**src/rtl/change_dispenser.sv**
```systemverilog
// -----------------------------------------------------------------------------
// change_dispenser
//
// Pays out a change amount as a train of coin-eject pulses. Coins are chosen
// greedily, largest first, from 10/5/2/1. Each coin pulse is followed by
// COIN_GAP idle cycles so the hopper can settle. The per-denomination tallies
// and the remaining amount stay on the outputs after a transaction finishes,
// so the change display persists until the next accepted start.
//
// Ports
//   clk        system clock, rising edge
//   rst        synchronous, active-high reset
//   start      dispense request, only honoured while idle
//   amount     change to return, captured on the accepting edge
//   busy       high while a transaction is in progress (PICK/PULSE/GAP)
//   done       one-cycle completion pulse
//   coin_out   one-hot eject pulse {10, 5, 2, 1}, one cycle per coin
//   remaining  change still to be paid out
//   cnt10..cnt1  coins of each value ejected in the current transaction
// -----------------------------------------------------------------------------
module change_dispenser #(
    parameter int AMT_W    = 5,
    parameter int COIN_GAP = 4
) (
    input  logic             clk,
    input  logic             rst,
    input  logic             start,
    input  logic [AMT_W-1:0] amount,
    output logic             busy,
    output logic             done,
    output logic [3:0]       coin_out,
    output logic [AMT_W-1:0] remaining,
    output logic [3:0]       cnt10,
    output logic [3:0]       cnt5,
    output logic [3:0]       cnt2,
    output logic [3:0]       cnt1
);

    typedef enum logic [2:0] {
        S_IDLE,
        S_PICK,
        S_PULSE,
        S_GAP,
        S_DONE
    } state_t;

    // Gap counter only needs to hold COIN_GAP; keep at least one bit so the
    // declaration stays legal when the gap is disabled.
    localparam int GAP_W = (COIN_GAP > 1) ? $clog2(COIN_GAP + 1) : 1;

    localparam logic [AMT_W-1:0] V10 = AMT_W'(10);
    localparam logic [AMT_W-1:0] V5  = AMT_W'(5);
    localparam logic [AMT_W-1:0] V2  = AMT_W'(2);
    localparam logic [AMT_W-1:0] V1  = AMT_W'(1);

    state_t           state_q,  state_d;
    logic [GAP_W-1:0] gap_q,    gap_d;
    logic             busy_q,   busy_d;
    logic             done_q,   done_d;
    logic [3:0]       coin_q,   coin_d;
    logic [AMT_W-1:0] rem_q,    rem_d;
    logic [3:0]       cnt10_q,  cnt10_d;
    logic [3:0]       cnt5_q,   cnt5_d;
    logic [3:0]       cnt2_q,   cnt2_d;
    logic [3:0]       cnt1_q,   cnt1_d;

    // Tallies stop at 15 rather than wrapping back to zero.
    function automatic logic [3:0] sat_inc(input logic [3:0] v);
        return (v == 4'hF) ? v : v + 4'd1;
    endfunction

    always_comb begin
        // NOTE: every signal assigned in this block gets a default first, so
        // no path through the case statement can leave one unassigned and
        // infer a latch.
        state_d = state_q;
        gap_d   = gap_q;
        coin_d  = 4'b0000;
        rem_d   = rem_q;
        cnt10_d = cnt10_q;
        cnt5_d  = cnt5_q;
        cnt2_d  = cnt2_q;
        cnt1_d  = cnt1_q;

        unique case (state_q)
            S_IDLE: begin
                if (start) begin
                    rem_d   = amount;
                    cnt10_d = 4'd0;
                    cnt5_d  = 4'd0;
                    cnt2_d  = 4'd0;
                    cnt1_d  = 4'd0;
                    state_d = S_PICK;
                end
            end

            S_PICK: begin
                if (rem_q == '0) begin
                    state_d = S_DONE;
                end else begin
                    state_d = S_PULSE;
                    // Greedy choice; the selected coin never exceeds rem_q,
                    // so the subtraction cannot underflow.
                    if (rem_q >= V10) begin
                        coin_d  = 4'b1000;
                        rem_d   = rem_q - V10;
                        cnt10_d = sat_inc(cnt10_q);
                    end else if (rem_q >= V5) begin
                        coin_d  = 4'b0100;
                        rem_d   = rem_q - V5;
                        cnt5_d  = sat_inc(cnt5_q);
                    end else if (rem_q >= V2) begin
                        coin_d  = 4'b0010;
                        rem_d   = rem_q - V2;
                        cnt2_d  = sat_inc(cnt2_q);
                    end else begin
                        coin_d  = 4'b0001;
                        rem_d   = rem_q - V1;
                        cnt1_d  = sat_inc(cnt1_q);
                    end
                end
            end

            S_PULSE: begin
                if (COIN_GAP == 0) begin
                    state_d = S_PICK;
                end else begin
                    gap_d   = GAP_W'(COIN_GAP);
                    state_d = S_GAP;
                end
            end

            S_GAP: begin
                // Counter was loaded with COIN_GAP on entry; leaving when it
                // reads 1 gives exactly COIN_GAP cycles spent here.
                gap_d = gap_q - GAP_W'(1);
                if (gap_q <= GAP_W'(1)) begin
                    state_d = S_PICK;
                end
            end

            S_DONE: begin
                state_d = S_IDLE;
            end

            default: begin
                state_d = S_IDLE;
            end
        endcase

        // Status outputs are registered copies of where the FSM is heading,
        // so they line up with the state they describe.
        busy_d = (state_d == S_PICK) || (state_d == S_PULSE) || (state_d == S_GAP);
        done_d = (state_d == S_DONE);
    end

    always_ff @(posedge clk) begin
        // NOTE: sequential state uses non-blocking assignments so every flop
        // samples the values computed before this edge, independent of order.
        if (rst) begin
            state_q <= S_IDLE;
            gap_q   <= '0;
            busy_q  <= 1'b0;
            done_q  <= 1'b0;
            coin_q  <= 4'b0000;
            rem_q   <= '0;
            cnt10_q <= 4'd0;
            cnt5_q  <= 4'd0;
            cnt2_q  <= 4'd0;
            cnt1_q  <= 4'd0;
        end else begin
            state_q <= state_d;
            gap_q   <= gap_d;
            busy_q  <= busy_d;
            done_q  <= done_d;
            coin_q  <= coin_d;
            rem_q   <= rem_d;
            cnt10_q <= cnt10_d;
            cnt5_q  <= cnt5_d;
            cnt2_q  <= cnt2_d;
            cnt1_q  <= cnt1_d;
        end
    end

    assign busy      = busy_q;
    assign done      = done_q;
    assign coin_out  = coin_q;
    assign remaining = rem_q;
    assign cnt10     = cnt10_q;
    assign cnt5      = cnt5_q;
    assign cnt2      = cnt2_q;
    assign cnt1      = cnt1_q;

endmodule

```
**config.mk**
```make
export PLATFORM = sky130hd
export DESIGN_NAME = change_dispenser
export DESIGN_NICKNAME = d
export VERILOG_FILES = /design/src/rtl/change_dispenser.sv
export SDC_FILE = /design/constraint.sdc
export NUM_CORES = 1
export LEC_CHECK = 0
export ABC_AREA = 1
export BUFFER_PORTS_ARGS = -buffer_cell sky130_fd_sc_hd__buf_4
export CORE_MARGIN = 2
export CORE_UTILIZATION = 55
export DETAILED_ROUTE_END_ITERATION = 12
export PLACE_DENSITY_LB_ADDON = 0.25
export SYNTH_ARGS = -nofsm -noshare
export SYNTH_HDL_FRONTEND = slang
export SYNTH_SLANG_ARGS = --single-unit
export TNS_END_PERCENT = 50
```
**constraint.sdc**
```tcl
create_clock -name clk -period 2 [get_ports clk]
set_input_delay 0.3 -clock clk [delete_from_list [all_inputs] [get_ports clk]]
set_output_delay 0.3 -clock clk [all_outputs]
set_load 0.005 [all_outputs]
```
==> results.cfg <==
[run_status]
status = complete, no violations

[timing]
hold_violations = 0
fmax_mhz = 555.5
rsz0062_at_grt = no
setup_violations = 0
setup_tns_ns = 0
fin_crit_sh_pct = 90.01
maxSlewHeadroom_pct = 73.88
period_minus_slack_ns = 1.800
worst_clock_skew_ns = 0.01406
worst_slew_pin_slew_ns = 0.3914
drv_slew = 0
fin_ws_ns = 0.1999

[die]
fp.dieW_um = 63.27
start_util_pct = 57.44
io_pins = 35
die_y_um = 63.27
die-area_mm2 = 0.004002
fp-row-count = 21
core_area_mm2 = 0.003363

[detailed_routing]
postRouteAntennaNets = 0
routedWlPerCell_um = 11.96
route.detailed.drc = 0
firstDrtPassIters = 4
via_per_inst = 5.284
wl_mm = 4.376
num_vias = 1934
drtIter0Drc = 146

[synthesis]
synth_top_area_share_pct = 34.20
synth_area_mm2 = 0.001932
syn_inst = 277
synth.top_cells.by_area = dfxtp_1, nand2_1, ha_1
yosys.area.top_type = dfxtp_1
synth_seq_cells = 33
yosys_warnings = 0
ys_seq_area_share_pct = 34.20
synthDistinctLibCells = 27
synth.avg_cell_area_um2 = 6.974
syn-num-nets = 299

[pwr]
total_power_mw = 3.023
power.density_mw_per_mm2 = 1286
ir_drop_uv = 578.3
p_leak_nw = 1.092

[cts]
clock_sinks = 33
cts_max_path_buffers = 2
cts_tree = yes
clk_latency_ns = 0.35
cts_root_buf = clkbuf_4
numCtsBuffers = 5
clkSlewWorstSetupHoldPaths_ns = 0.12
htreeDepth = 2

[critical_path]
crit_type = flop to flop
cp-start-kind = flop
worstPathArrival_ns = 2.05
end_kind = flop
worst-path-max-fanout = 9
required_ns = 2.25

[finish]
final_nets = 341
drive_gt1_share_pct = 20.00
final_cell_area_mm2 = 0.002351
final_common_cell = nand2_1
area_growth_syn_to_layout_pct = 21.70
n_antenna_cell = 0
layout_common_cells = nand2_1, buf_4, nor2_1

[min_path]
hold_path.class = input pin to flop

[flow_run]
maxCapViolCount = 0

[placement]
routabilityCongestion = 0.9009
pre_cts_slack_ns = 0.1717
place_hpwl_mm = 3.301
placed_area_mm2 = 0.002267
io_buffers = 34

[global_route]
grt_pass1_vias = 1796
grt.overflow.total = 0
grt_use_total_pct = 24.38
antenna_found_initial = 0
grt_pass1_wl_mm = 7.817
grt_max_degree = 18
-- cells in the mapped netlist --
cell type	count
a21oi_1	20
buf_4	2
nor3_4	1
clkbuf_1	4
nand2_2	5
o21ai_0	12
o21ai_1	2
inv_2	1
inv_1	25
xnor2_1	4
a2bb2oi_1	1
nand3_1	28
ha_1	14
nor3_1	5
dfxtp_1	33
a41oi_1	1
a31oi_1	1
a21oi_2	2
and3_1	1
nand2_1	65
nand3b_1	1
nor2_1	35
nand3_2	2
or2_1	1
nor2_4	3
nand4_1	4
xor2_1	4
-- final cells by class --
| class | instances | area (µm²) |
|---|---|---|
| flip-flops and latches | 33 | 660.6 |
| multi-input cells | 212 | 1144 |
| inverters | 26 | 97.59 |
| clock buffers | 5 | 37.54 |
| repair buffers | 41 | 307.8 |
| well taps | 46 | 57.56 |
| clock inverters | 3 | 46.29 |
| fillers | 314 | 1012 |
-- kinds of logic after synthesis --
kind of cell,after synthesis,share of synthesized area (%)
xor+xnor,8,3.627
flops,33,34.20
fa+ha+maj,14,9.067
compound gates,39,10.95
buf+inv,32,6.606
simple gates,151,35.56
-- final timing paths --
| check | startpoint | endpoint | slack [ns] | cells after the start |
|---|---|---|---|---|
| setup / recovery | remaining[2] | cnt1[1] | 0.20 | 12 |
| hold / removal | rst | cnt10[1] | 0.26 | 2 |
| setup reg to reg | remaining[2] | cnt1[1] | 0.20 | 12 |
| hold reg to reg | cnt1[3] | cnt1[3] | 0.51 | 2 |
-- registers in the layout, summed over array words and instances (netlist names) --
signal     cells
remaining      5
cnt10          4
cnt1           4
cnt2           4
cnt5           4
coin_out       4
gap_q          3
state_q        3
busy           1
done           1
-- per-layer routing --
metal	part of all wire [%]	GRT usage, %
met5	0	0
met1	44	30.54
met3	5.6	5.536
met4	1.9	11.14
met2	49	39.89
-- critical path: stages (launching register included) --
cell	delay (ns)
dfxtp_1	0.32
buf_4	0.17
ha_1	0.18
nand2_1	0.06
nand2_1	0.11
nor2_4	0.21
inv_2	0.10
nand2_2	0.08
nand2_2	0.09
a21oi_2	0.21
nand2_1	0.08
nand2_1	0.06
nor2_1	0.04
-- repair_timing --
| action | 4_1_cts | 5_1_grt |
|---|---|---|
| hold buffers | 0 | 0 |
| endpoints found under the setup margin | 0 | 11 |
| setup buffers | 0 | 0 |
| gates resized for setup | 0 | 1 |
-- through the flow --
stage                     util [%]  std cells  hold WS (ns)
after floorplan                  -        277        0.4591
after global placement       67.41        358        0.4705
after detailed placement     67.41        358        0.4955
after CTS                    69.90        366        0.2426
after global routing         69.90        366        0.2345
final                        69.90        366        0.2596
-- power by group --
part	leakage (nW)	internal [mW]	switching, mW	total [mW]
sequential	0.269	0.772	0.119	0.892
combinational	0.781	0.614	1.01	1.62
clock	0.0414	0.265	0.244	0.509
Note: power is estimated with default switching activity, not from simulation.
